## config.mk

```make
export PLATFORM = sky130hd
export DESIGN_NAME = head_table_dispatch
export DESIGN_NICKNAME = d
export VERILOG_FILES = /design/src/rtl/head_table_dispatch_pkg.sv /design/src/rtl/ht_cmd_router.sv /design/src/rtl/head_table_dispatch.sv
export SDC_FILE = /design/constraint.sdc
export NUM_CORES = 1
export LEC_CHECK = 0
export ABC_CLOCK_PERIOD_IN_PS = 2150
export CAP_MARGIN = 20
export CORE_MARGIN = 1
export CORE_UTILIZATION = 30
export DETAILED_ROUTE_END_ITERATION = 8
export PLACE_DENSITY = 0.57
export SYNTH_ARGS = -nofsm -noshare
export SYNTH_HDL_FRONTEND = slang
export SYNTH_SLANG_ARGS = --single-unit
```

## constraint.sdc

```tcl
create_clock -name clk_i -period 2.15 [get_ports clk_i]
set_input_delay 0.43 -clock clk_i [delete_from_list [all_inputs] [get_ports clk_i]]
set_output_delay 0.43 -clock clk_i [all_outputs]
set_load 0.01 [all_outputs]
```

## src/rtl/head_table_dispatch_pkg.sv

```systemverilog
// Shared types for the hash-table front stage: command encoding, task payloads
// and the head-table RAM word.
package head_table_dispatch_pkg;

  localparam int unsigned TABLE_ADDR_WIDTH = 8;
  localparam int unsigned BUCKET_WIDTH     = 8;
  localparam int unsigned KEY_WIDTH        = 32;
  localparam int unsigned VALUE_WIDTH      = 32;
  localparam int unsigned ILL_CNT_WIDTH    = 16;

  typedef enum logic [1:0] {
    OP_SEARCH = 2'd0,
    OP_INSERT = 2'd1,
    OP_DELETE = 2'd2
  } ht_cmd_t;

  typedef enum logic [1:0] {
    IDLE_S      = 2'd0,
    READ_HEAD_S = 2'd1,
    DISPATCH_S  = 2'd2
  } disp_state_t;

  typedef struct packed {
    ht_cmd_t                 cmd;
    logic [KEY_WIDTH-1:0]    key;
    logic [VALUE_WIDTH-1:0]  value;
    logic [BUCKET_WIDTH-1:0] bucket;
  } ht_pdata_t;

  typedef struct packed {
    logic [TABLE_ADDR_WIDTH-1:0] ptr;
    logic                        ptr_val;
  } head_ram_data_t;

  typedef struct packed {
    ht_cmd_t                     cmd;
    logic [KEY_WIDTH-1:0]        key;
    logic [VALUE_WIDTH-1:0]      value;
    logic [BUCKET_WIDTH-1:0]     bucket;
    logic [TABLE_ADDR_WIDTH-1:0] head_ptr;
    logic                        head_ptr_val;
  } ht_data_task_t;

endpackage

```

## src/rtl/ht_cmd_router.sv

```systemverilog
// Combinational command decode: raises the selected engine's valid while
// dispatching, flags unknown commands and muxes back the selected ready.
module ht_cmd_router
  import head_table_dispatch_pkg::*;
(
  input  ht_cmd_t cmd,
  input  logic    dispatch_en,
  input  logic    search_ready,
  input  logic    insert_ready,
  input  logic    delete_ready,
  output logic    search_valid_c,
  output logic    insert_valid_c,
  output logic    delete_valid_c,
  output logic    illegal_c,
  output logic    sel_ready_c
);

  always_comb begin
    search_valid_c = 1'b0;
    insert_valid_c = 1'b0;
    delete_valid_c = 1'b0;
    illegal_c      = 1'b0;
    sel_ready_c    = 1'b0;
    if (dispatch_en) begin
      case (cmd)
        OP_SEARCH: begin
          search_valid_c = 1'b1;
          sel_ready_c    = search_ready;
        end
        OP_INSERT: begin
          insert_valid_c = 1'b1;
          sel_ready_c    = insert_ready;
        end
        OP_DELETE: begin
          delete_valid_c = 1'b1;
          sel_ready_c    = delete_ready;
        end
        default: illegal_c = 1'b1;
      endcase
    end
  end

endmodule

```

## src/rtl/head_table_dispatch.sv

```systemverilog
// Front stage of the hash-table path: reads a bucket's head pointer and hands
// the completed task to exactly one engine, one task at a time.
module head_table_dispatch
  import head_table_dispatch_pkg::*;
#(
  parameter int unsigned RAM_LATENCY = 2,
  parameter int unsigned A_WIDTH     = TABLE_ADDR_WIDTH,
  parameter int unsigned B_WIDTH     = BUCKET_WIDTH
) (
  input  logic                     clk_i,
  input  logic                     rst_i,
  input  ht_pdata_t                task_i,
  input  logic                     task_valid_i,
  output logic                     task_ready_o,
  output logic [B_WIDTH-1:0]       head_rd_addr_o,
  output logic                     head_rd_en_o,
  input  head_ram_data_t           head_rd_data_i,
  output ht_data_task_t            task_o,
  output logic                     search_valid_o,
  output logic                     insert_valid_o,
  output logic                     delete_valid_o,
  input  logic                     search_ready_i,
  input  logic                     insert_ready_i,
  input  logic                     delete_ready_i,
  output logic [ILL_CNT_WIDTH-1:0] illegal_cmd_cnt_o
);

  localparam int unsigned CNT_WIDTH = 3;
  // Counter starts at 0 in the first READ_HEAD_S cycle, so data lands at LATENCY-1.
  localparam logic [CNT_WIDTH-1:0] LAT_LAST = CNT_WIDTH'(RAM_LATENCY - 1);
  localparam logic [ILL_CNT_WIDTH-1:0] ILL_CNT_MAX = '1;

  disp_state_t              state_q;
  disp_state_t              state_d;
  ht_pdata_t                task_locked;
  logic [CNT_WIDTH-1:0]     lat_cnt_q;
  logic [ILL_CNT_WIDTH-1:0] illegal_cnt_q;

  logic all_idle;
  logic accept;
  logic head_capture;
  logic dispatch_en;
  logic sel_ready;
  logic illegal;

  assign all_idle     = search_ready_i & insert_ready_i & delete_ready_i;
  assign task_ready_o = (state_q == IDLE_S) && all_idle;
  assign accept       = task_valid_i && task_ready_o && !rst_i;
  assign head_capture = (state_q == READ_HEAD_S) && (lat_cnt_q == LAT_LAST);
  assign dispatch_en  = (state_q == DISPATCH_S);

  assign head_rd_en_o      = accept;
  assign head_rd_addr_o    = accept ? B_WIDTH'(task_i.bucket) : '0;
  assign illegal_cmd_cnt_o = illegal_cnt_q;

  ht_cmd_router u_router (
    .cmd            (task_o.cmd),
    .dispatch_en    (dispatch_en),
    .search_ready   (search_ready_i),
    .insert_ready   (insert_ready_i),
    .delete_ready   (delete_ready_i),
    .search_valid_c (search_valid_o),
    .insert_valid_c (insert_valid_o),
    .delete_valid_c (delete_valid_o),
    .illegal_c      (illegal),
    .sel_ready_c    (sel_ready)
  );

  // State register
  always_ff @(posedge clk_i) begin
    if (rst_i) begin
      state_q <= IDLE_S;
    end else begin
      state_q <= state_d;
    end
  end

  // Next-state logic
  always_comb begin
    state_d = state_q;
    case (state_q)
      IDLE_S:      if (accept)              state_d = READ_HEAD_S;
      READ_HEAD_S: if (head_capture)        state_d = DISPATCH_S;
      DISPATCH_S:  if (sel_ready || illegal) state_d = IDLE_S;
      default:                              state_d = IDLE_S;
    endcase
  end

  // Task capture, latency counter and head-pointer merge
  always_ff @(posedge clk_i) begin
    if (rst_i) begin
      task_locked <= '0;
      task_o      <= '0;
      lat_cnt_q   <= '0;
    end else begin
      if (accept) begin
        task_locked <= task_i;
        lat_cnt_q   <= '0;
      end else if (state_q == READ_HEAD_S) begin
        lat_cnt_q <= lat_cnt_q + CNT_WIDTH'(1);
      end
      if (head_capture) begin
        task_o.cmd          <= task_locked.cmd;
        task_o.key          <= task_locked.key;
        task_o.value        <= task_locked.value;
        task_o.bucket       <= task_locked.bucket;
        task_o.head_ptr     <= TABLE_ADDR_WIDTH'(A_WIDTH'(head_rd_data_i.ptr));
        task_o.head_ptr_val <= head_rd_data_i.ptr_val;
      end
    end
  end

  // Saturating count of tasks dropped for an unknown command
  always_ff @(posedge clk_i) begin
    if (rst_i) begin
      illegal_cnt_q <= '0;
    end else if (illegal && (illegal_cnt_q != ILL_CNT_MAX)) begin
      illegal_cnt_q <= illegal_cnt_q + ILL_CNT_WIDTH'(1);
    end
  end

endmodule

```

==> results of run 1 <==
==> cell usage after synthesis, drive strengths merged (4+ instances only) <==
| master | instances |
|---|---|
| or3 | 5 |
| o21ai | 6 |
| nor2 | 4 |
| nand4 | 6 |
| o31ai | 9 |
| a21oi | 173 |
| and2 | 9 |
| dfxtp | 178 |
| nand2 | 320 |
| nand3 | 5 |
| clkbuf | 35 |
| or4 | 9 |
| buf | 24 |
==> per-layer routing <==
metal | wire length (um) | share of wire
met2 | 8840 | 0.46
met4 | 285 | 0.015
met5 | 0 | 0
met1 | 8713 | 0.45
met3 | 1461 | 0.076
==> path summary, 6_finish.rpt <==
kind	end	slack (ns)
max	head_rd_addr_o[4]	-0.10
min	task_o[64]$_SDFFE_PP0P_	0.44
max reg2reg	task_locked[34]$_SDFFE_PP0N_	0.11
min reg2reg	task_o[64]$_SDFFE_PP0P_	0.44
==> cell families (layout without fill, tap and decap cells) <==
kind of cell,count (synthesis),in the layout,share of synthesized area
adders and majority gates,3,3,0.005731
AOI/OAI and AO/OA,191,191,0.1513
xor gates and xnor gates,2,2,0.002675
DFF,178,178,0.5440
muxes,3,3,0.004966
buffers and inverters,62,268,0.04069
and+or+nand+nor,382,382,0.2506
==> final cells by class <==
| class | instances | area, um2 | share of cell area |
|---|---|---|---|
| Tap cell | 275 | 344.1 | 0.03566 |
| Clock inverter | 13 | 170.2 | 0.01763 |
| Sequential cell | 178 | 3568 | 0.3698 |
| Timing Repair Buffer | 234 | 2370 | 0.2456 |
| Multi-Input combinational cell | 581 | 2746 | 0.2846 |
| Inverter | 3 | 11.26 | 0.001167 |
| Clock buffer | 18 | 439.2 | 0.04551 |
==> flip-flops by register name (all words and copies together), names as in the netlist <==
register,flops
lat_cnt_q,3
state_q,2
task_locked,74
task_o,83
illegal_cmd_cnt_o,16
==> power groups by stage <==
stage                     Clock (uW)  Sequential, uW  Combinational (uW)
after floorplan                    0            3420                 118
after global placement             0            3420                 337
after detailed placement           0            3420                 337
after CTS                       3350            3340                 346
after global routing            3480            3340                 389
final                           3240            3340                 357
==> tightest hold or removal path: stages (launching register included) <==
cell     delay, ns
dfxtp_1       0.31
nand2_1       0.05
a21oi_1       0.05
==> what timing repair did <==
action                     4_1_cts  5_1_grt
pin swaps                        5        3
setup buffers                   11        2
setup endpoints to repair       13       85
resized for setup               53       10
cloned                           0        3
==> per-stage QoR <==
stage / instance area, um2 / cells / power (uW) / worst slack, ns / utilization
final: 9649 / 1302 / 6945 / -0.1028 / 0.4547
after CTS: 9557 / 1298 / 7035 / -0.1774 / 0.4504
after global placement: 8882 / 1258 / 3755 / -0.7223 / 0.4186
after detailed placement: 8882 / 1258 / 3755 / -0.7483 / 0.4186
after global routing: 9649 / 1302 / 7213 / -0.2009 / 0.4547
after floorplan: 6550 / 821 / 3535 / 0.3110 / -
==> results.ini, run 1 <==
[floorplan]
initial_utilization = 0.3087
die_w_um = 149.8
ios = 201
dieArea_um2 = 22430
dieHeight_um = 149.8
row_count = 53
coreArea_um2 = 21220

[synth]
synth_top_cell_by_area = dfxtp_1
synth_edf_count = 0
synth_ff_type = dfxtp_1
synth_nets = 913
ys_warn_count = 0
synthTopCellsByArea = dfxtp_1 (54%), nand2_1 (18%), a21oi_1 (13%)
syn_area_um2 = 6550
seq_area_frac_synth = 0.5440
ys_ff_latch = 178
syn_inst = 821
async_flop_share = 0
syn_avg_cell_area_um2 = 7.978
synth_top_area_share = 0.5440
synth.distinct_cells = 40

[finish]
nets = 1107
final_cell_mix = nand2_1 (320), clkdlybuf4s50_1 (185), dfxtp_1 (174)
area_growth_pct = 47.32
fillers = 2123
drive_above_1_share = 0.08861
n_antenna_cell = 0
final_common_cell = nand2_1

[clock_network]
clk_pin_slew_ns = 0.07
cts_max_level = 4
clock_path_buffers = 2
cts.sinks = 178
cts_tree = done
clock_latency_ns = 0.43
cts-root-buf = clkbuf_16
cts_buffers = 17
ctsHoldBuffers = 0

[timing]
worst_pin_slew_ns = 0.9251
clock_skew_ns = 0.01256
fin_tns_setup_ns = -0.4313
slew_viol_final = 0
relSlewSlack = 0.3833
fmax_mhz = 443.9
setup_viol = 6
fin_crit_sh = 1.048
holdWs_ns = 0.4444
min_period_ns = 2.253
rsz0062_at_grt = yes
setup_slack_ns = -0.1028
hold_viol = 0

[pwr]
p_switching_uw = 1539
p_int_uw = 5406
pwr-share-seq = 0.481
p_per_area_nw_per_um2 = 719.7
ir_drop_v = 0.0005152
p_clk_frac = 0.467
combPwrFrac = 0.051
p_leak_uw = 0.003259
p_sw_frac = 0.2216

[worst_hold_path]
hold_path.class = register to register
hp-start = task_locked[55]$_SDFFE_PP0N_
holdPathStages = 2

[routing]
avgRoutedWirePerCell_um = 14.82
num_vias = 6056
drt_drc_violations_left = 0
vias_per_cell = 4.651
dr.pass1.iters = 4
antenna_left = 0
drtIter0Drc = 274
finalWirelength_um = 19300

[critical_path]
critical_path_cell_count = 8
startpoint = state_q[1]$_SDFFE_PP0P_
cp-start-kind = register
cp.arrival_ns = 1.82
worstPathMaxFanout = 3
end_kind = primary output
worstPathRequired_ns = 1.72
rr_worst_depth = 11
critPathSlowestCell = dfxtp_2
reg2reg_from = state_q[1]$_SDFFE_PP0P_
worst-path-buf-inv = 4
critPathKind = register to primary output
cpPeakStageDelay_ns = 0.34
critPathTopFamily = simple AND/OR/NAND/NOR gates
cp_common_cell = buf_6
path_cells = nor3b_4 > nand4_1 > nor2_2 > buf_6 > buf_6 > buf_6 > and2_4 > buf_6

[global_route]
grt-busiest-layer = met2
gr-usage-met3 = 0.05305
grt_pass1_vias = 5542
grtUsageMet1 = 0.2095
grt_overflow = 0
grt_pass1_wl_um = 28950
antenna_found_initial = 0
grt_max_degree = 181
gr-usage-met2 = 0.2664
grt_usage = 0.1660

[placement]
io_buffers = 200
gp_congestion = 0.7664
place_hpwl_um = 11300

[status]
violations = negative setup slack
status = finished, violations left

[job]
cap_violations = 0

Note: power is estimated with default switching activity, not from simulation.
==> inputs of run 2 (changes only) <==
--- a/config.mk
+++ b/config.mk
@@ -11,6 +11,7 @@
 export CORE_UTILIZATION = 30
 export DETAILED_ROUTE_END_ITERATION = 8
 export PLACE_DENSITY = 0.57
+export RECOVER_POWER = 50
 export SYNTH_ARGS = -nofsm -noshare
 export SYNTH_HDL_FRONTEND = slang
 export SYNTH_SLANG_ARGS = --single-unit
==> run 2 against run 1 <==
The run still ends with negative setup slack left. Clock power about the same. Global-route usage unchanged. Die area did not move. Clock skew grew 0.00067 ns. Total power hardly changed. First-iteration DRC count increased by 8.8%. Design area shrank 0.52%. Setup slack gained 0.0023 ns. Combinational power about the same. Core utilization down 0.24 points. Routed wire length is 0.15% lower. Non-clock buffer count unchanged. Critical endpoint unchanged. Largest cell class unchanged.
==> results.ini, run 2 (same netlist as run 1, synthesis figures left out) <==
[critical_path]
rr_worst_depth = 11
ff2ff_setup_slack_ns = 0.11
timing.rr.end = task_locked[34]$_SDFFE_PP0N_
worstPathMaxFanout = 3
worstPathRequired_ns = 1.72
cp-start-kind = register
end_kind = primary output
cp.arrival_ns = 1.82
reg2reg_from = state_q[1]$_SDFFE_PP0P_
critPathKind = register to primary output

[finish]
area_growth_pct = 46.55
largest_reg_flops = 83
n_antenna_cell = 0
fillers = 2135
nets = 1107
drive_above_1_share = 0.08471
final_cell_mix = nand2_1 (320), dfxtp_1 (174), a21oi_1 (173)
final_common_cell = nand2_1
largest-register = task_o
finalInstanceArea_um2 = 9599

[floorplan]
die_w_um = 149.8
row_count = 53
coreArea_um2 = 21220
ios = 201
dieArea_um2 = 22430
dieHeight_um = 149.8
initial_utilization = 0.3087

[placement]
gp_congestion = 0.7664
place_hpwl_um = 11300
dpl-instance-area_um2 = 8882
io_buffers = 200

[clock_network]
cts_tree = done
clk_pin_slew_ns = 0.07
clock_path_buffers = 2
ctsHoldBuffers = 0
cts-root-buf = clkbuf_16
cts.sinks = 178
cts_max_level = 4
clock_latency_ns = 0.43
cts_buffers = 17

[pwr]
p_per_area_nw_per_um2 = 722.9
p_total_uw = 6940
ir_drop_v = 0.0005121
pwr-share-seq = 0.482
p_leak_uw = 0.003524
p_clk_frac = 0.467
p_sw_frac = 0.2214
p_int_uw = 5403
p_switching_uw = 1536
combPwrFrac = 0.051

[worst_hold_path]
hold_path.class = register to register
holdPathStages = 2
hp-start = task_locked[6]$_SDFFE_PP0N_
holdPathEnd = task_o[15]$_SDFFE_PP0P_

[timing]
fin_tns_setup_ns = -0.4170
hold_viol = 0
worst_pin_slew_ns = 0.9537
clock_skew_ns = 0.01323
relSlewSlack = 0.3642
fmax_mhz = 444.3
slew_viol_final = 0
fin_crit_sh = 1.047
setup_viol = 6
min_period_ns = 2.251
rsz0062_at_grt = yes
setup_slack_ns = -0.1005

[global_route]
grt_pass1_wl_um = 28950
grt_max_degree = 181
antenna_found_initial = 0
grt_overflow = 0
grt_usage = 0.1660
grt_pass1_vias = 5542

[routing]
drt_drc_violations_left = 0
finalWirelength_um = 19270
drtIter0Drc = 298
avgRoutedWirePerCell_um = 14.80
num_vias = 6071
vias_per_cell = 4.663
antenna_left = 0
dr.pass1.iters = 5

[job]
cap_violations = 0

[status]
status = finished, violations left
violations = negative setup slack

## run 2: worst max-delay path by stage
stage,start,endpoint,slack (ns),cells after the start
2_1_floorplan,delete_ready_i,head_rd_addr_o[0],0.31,4
3_3_place_gp,delete_ready_i,head_rd_addr_o[4],-0.72,7
3_5_place_dp,delete_ready_i,head_rd_addr_o[4],-0.75,7
4_1_cts,state_q[0]$_SDFFE_PP0P_,head_rd_addr_o[0],-0.18,8
5_1_grt,state_q[1]$_SDFFE_PP0P_,head_rd_addr_o[4],-0.20,8
6_report,state_q[1]$_SDFFE_PP0P_,head_rd_addr_o[4],-0.10,8
## run 2: area by class of cell
class,instances,area [um2],share of cell area
inverters,3,11.26,0.001173
clock inverters,13,170.2,0.01773
flip-flops and latches,178,3568,0.3717
multi-input cells,581,2734,0.2848
well taps,275,344.1,0.03584
repair buffers,234,2332,0.2430
clock buffers,18,439.2,0.04575
## run 2: what timing repair did
| action | in CTS | in global routing |
|---|---|---|
| pin swaps | 5 | 3 |
| gates cloned | 0 | 3 |
| buffers inserted | 11 | 2 |
| resized for setup | 53 | 10 |
| setup endpoints to repair | 13 | 85 |
## run 2: layer usage
metal	GRT usage	up-vias	share of wire
met5	0	-	0
met3	0.05305	20	0.067
met1	0.2095	2792	0.46
met2	0.2664	153	0.46
met4	0.05505	0	0.015
li1	-	3106	-
## run 2: critical path: stages, from the launching register on
cell	delay (ns)
dfxtp_2	0.34
nor3b_4	0.20
nand4_1	0.15
nor2_2	0.18
buf_6	0.14
buf_6	0.09
buf_6	0.08
and2_4	0.13
buf_6	0.09
## run 2: power by group through the flow
stage | Sequential, uW | Clock (uW) | Combinational [uW]
detailed placement | 3420 | 0 | 337
finish | 3340 | 3240 | 354
floorplan | 3420 | 0 | 118
global placement | 3420 | 0 | 337
CTS | 3340 | 3350 | 346
global route | 3340 | 3480 | 386
## run 2: stage by stage
| stage | hold slack, ns | worst slack (ns) | instances | util |
|---|---|---|---|---|
| 5_1_grt | 0.4564 | -0.2009 | 1302 | 0.4524 |
| 3_3_place_gp | 0.4370 | -0.7223 | 1258 | 0.4186 |
| 6_report | 0.4468 | -0.1005 | 1302 | 0.4524 |
| 3_5_place_dp | 0.4417 | -0.7483 | 1258 | 0.4186 |
| 2_1_floorplan | 0.4321 | 0.3110 | 821 | - |
| 4_1_cts | 0.4454 | -0.1774 | 1298 | 0.4504 |
==> inputs of run 3 (changes only) <==
--- a/config.mk
+++ b/config.mk
@@ -7,7 +7,7 @@
 export LEC_CHECK = 0
 export ABC_CLOCK_PERIOD_IN_PS = 2150
 export CAP_MARGIN = 20
-export CORE_MARGIN = 1
+export CORE_MARGIN = 1.5
 export CORE_UTILIZATION = 30
 export DETAILED_ROUTE_END_ITERATION = 8
 export PLACE_DENSITY = 0.57
==> run 3 against run 2 <==
The flow still finishes with violations (negative setup slack). Final cell count is essentially flat. Setup slack improved by 0.041 ns. Clock power fell by 11%. Count of clock-buffer cells in the layout increased by 2. Die area is 1.3% higher. Global-route usage shrank 0.32 points. Via count decreased by 0.18%. Register-to-register slack improved by 0.03 ns. Design area grew 0.44%. Critical path depth shrank 1. Combinational power is 4% higher. Largest power group unchanged.
==> results.ini, run 3 (same netlist as run 1, synthesis figures left out) <==
[status]
status = finished, violations left
violations = negative setup slack

[clock_network]
clk_pin_slew_ns = 0.07
cts_tree = done
cts_max_level = 4
cts-root-buf = clkbuf_16
ctsHoldBuffers = 0
clock_latency_ns = 0.42
cts_buffers = 17
clock_path_buffers = 2
cts.sinks = 178

[critical_path]
cp_common_cell = buf_6
critPathKind = register to primary output
worst-path-buf-inv = 3
cpPeakStageDelay_ns = 0.32
worstPathRequired_ns = 1.72
cp-start-kind = register
worstPathMaxFanout = 5
critPathTopFamily = simple AND/OR/NAND/NOR gates
cp.arrival_ns = 1.78
end_kind = primary output
critPathSlowestCell = dfxtp_2
path_cells = nor3b_2 > buf_4 > nand4_1 > nor2_4 > buf_6 > and2_4 > buf_6

[pwr]
p_switching_uw = 1498
p_clk_frac = 0.436
ir_drop_v = 0.0004923
combPwrFrac = 0.056
p_per_area_nw_per_um2 = 682.2
p_sw_frac = 0.2278
p_leak_uw = 0.003231
p_int_uw = 5079
pwr-share-seq = 0.508

[finish]
final_cell_mix = nand2_1 (320), clkdlybuf4s50_1 (185), dfxtp_1 (176)
drive_above_1_share = 0.09339
area_growth_pct = 47.20
n_antenna_cell = 0
fillers = 2186
largest-register = task_o
largest_reg_flops = 83
nets = 1109
finalInstanceArea_um2 = 9642
final_cells = 1303
final_common_cell = nand2_1

[routing]
vias_per_cell = 4.651
finalWirelength_um = 19770
antenna_left = 0
drtIter0Drc = 263
avgRoutedWirePerCell_um = 15.17
num_vias = 6060
dr.pass1.iters = 4
drt_drc_violations_left = 0

[timing]
fin_crit_sh = 1.028
holdWs_ns = 0.4463
setup_viol = 8
min_period_ns = 2.210
setup_slack_ns = -0.05963
fin_tns_setup_ns = -0.3950
worst_pin_slew_ns = 1.090
hold_viol = 0
rsz0062_at_grt = yes
relSlewSlack = 0.2734
clock_skew_ns = 0.009492
slew_viol_final = 0
fmax_mhz = 452.6

[worst_hold_path]
hold_path.class = register to register

[global_route]
grt_max_degree = 181
grtUsageMet1 = 0.2138
grt_pass1_wl_um = 28820
grt_pass1_vias = 5437
grt_overflow = 0
grt_usage = 0.1628
gr-usage-met3 = 0.05121
antenna_found_initial = 0
grt-busiest-layer = met2
gr-usage-met2 = 0.2587

[placement]
gp_congestion = 0.7494
dpl.cell_count = 1259
pre_cts_ws_ns = -0.6360
io_buffers = 200
place_hpwl_um = 11140
dpl-instance-area_um2 = 8877

[floorplan]
coreArea_um2 = 21220
dieHeight_um = 150.8
ios = 201
initial_utilization = 0.3087
row_count = 53
die_w_um = 150.8
dieArea_um2 = 22730

[job]
cap_violations = 0

-- run 3: changes by cell type in the layout (fill, tap and decap cells not counted), sizes merged --
| cell | previous run | this run |
|---|---|---|
| clkinv | 2 | 1 |
| buf | 37 | 42 |
| clkdlybuf4s50 | 104 | 185 |
| dlygate4sd3 | 81 | 0 |
| dlymetal6s2s | 1 | 0 |
| bufinv | 3 | 0 |
| clkinvlp | 3 | 5 |
| inv | 8 | 7 |
-- run 3: power groups by stage --
stage / Clock, uW / Combinational, uW / Sequential [uW]
floorplan: 0 / 118 / 3420
global placement: 0 / 339 / 3420
detailed placement: 0 / 339 / 3420
CTS: 2970 / 350 / 3340
global route: 3100 / 400 / 3340
finish: 2870 / 368 / 3340
-- run 3: per-stage QoR --
step	util	total power (uW)
2_1_floorplan	-	3535
3_3_place_gp	0.4183	3756
3_5_place_dp	0.4183	3757
4_1_cts	0.4474	6659
5_1_grt	0.4544	6848
6_report	0.4544	6577
-- run 3: final timing paths --
| path | startpoint | depth (start not counted) | slack (ns) | endpoint |
|---|---|---|---|---|
| setup / recovery | state_q[1]$_SDFFE_PP0P_ | 7 | -0.06 | head_rd_addr_o[7] |
| hold / removal | task_locked[0]$_SDFFE_PP0N_ | 2 | 0.45 | task_o[9]$_SDFFE_PP0P_ |
| setup reg to reg | state_q[1]$_SDFFE_PP0P_ | 11 | 0.14 | task_locked[16]$_SDFFE_PP0N_ |
| hold reg to reg | task_locked[0]$_SDFFE_PP0N_ | 2 | 0.45 | task_o[9]$_SDFFE_PP0P_ |
-- run 3: routing by layer --
layer / part of all wire / vias up
li1: - / 3095
met3: 0.059 / 9
met2: 0.46 / 130
met4: 0.0065 / 0
met1: 0.47 / 2826
met5: 0 / -
-- run 3: worst register-to-register path, cell delays in order (launching register included) --
cell and delay (ns):
dfxtp_2 0.32, nor3b_2 0.17, buf_4 0.14, nand4_1 0.14, buf_4 0.18, buf_4 0.12, buf_4 0.12, buf_4 0.12
buf_4 0.20, buf_8 0.21, nand2_1 0.08, a21oi_1 0.06
-- run 3: timing repair --
item / in CTS / in global routing
pin swaps: 10 / 2
setup buffers: 10 / 1
cloned: 1 / 6
gates resized for setup: 59 / 16
setup endpoints to repair: 13 / 84
-- run 3: cell type report --
type / count / area [um2] / area share
tap: 275 / 344.1 / 0.03569
timing repair buffer: 236 / 2420 / 0.2510
sequential: 178 / 3566 / 0.3698
inverter: 3 / 11.26 / 0.001168
multi-input combinational: 581 / 2766 / 0.2869
clock inverter: 10 / 77.57 / 0.008046
clock buffer: 20 / 456.7 / 0.04737
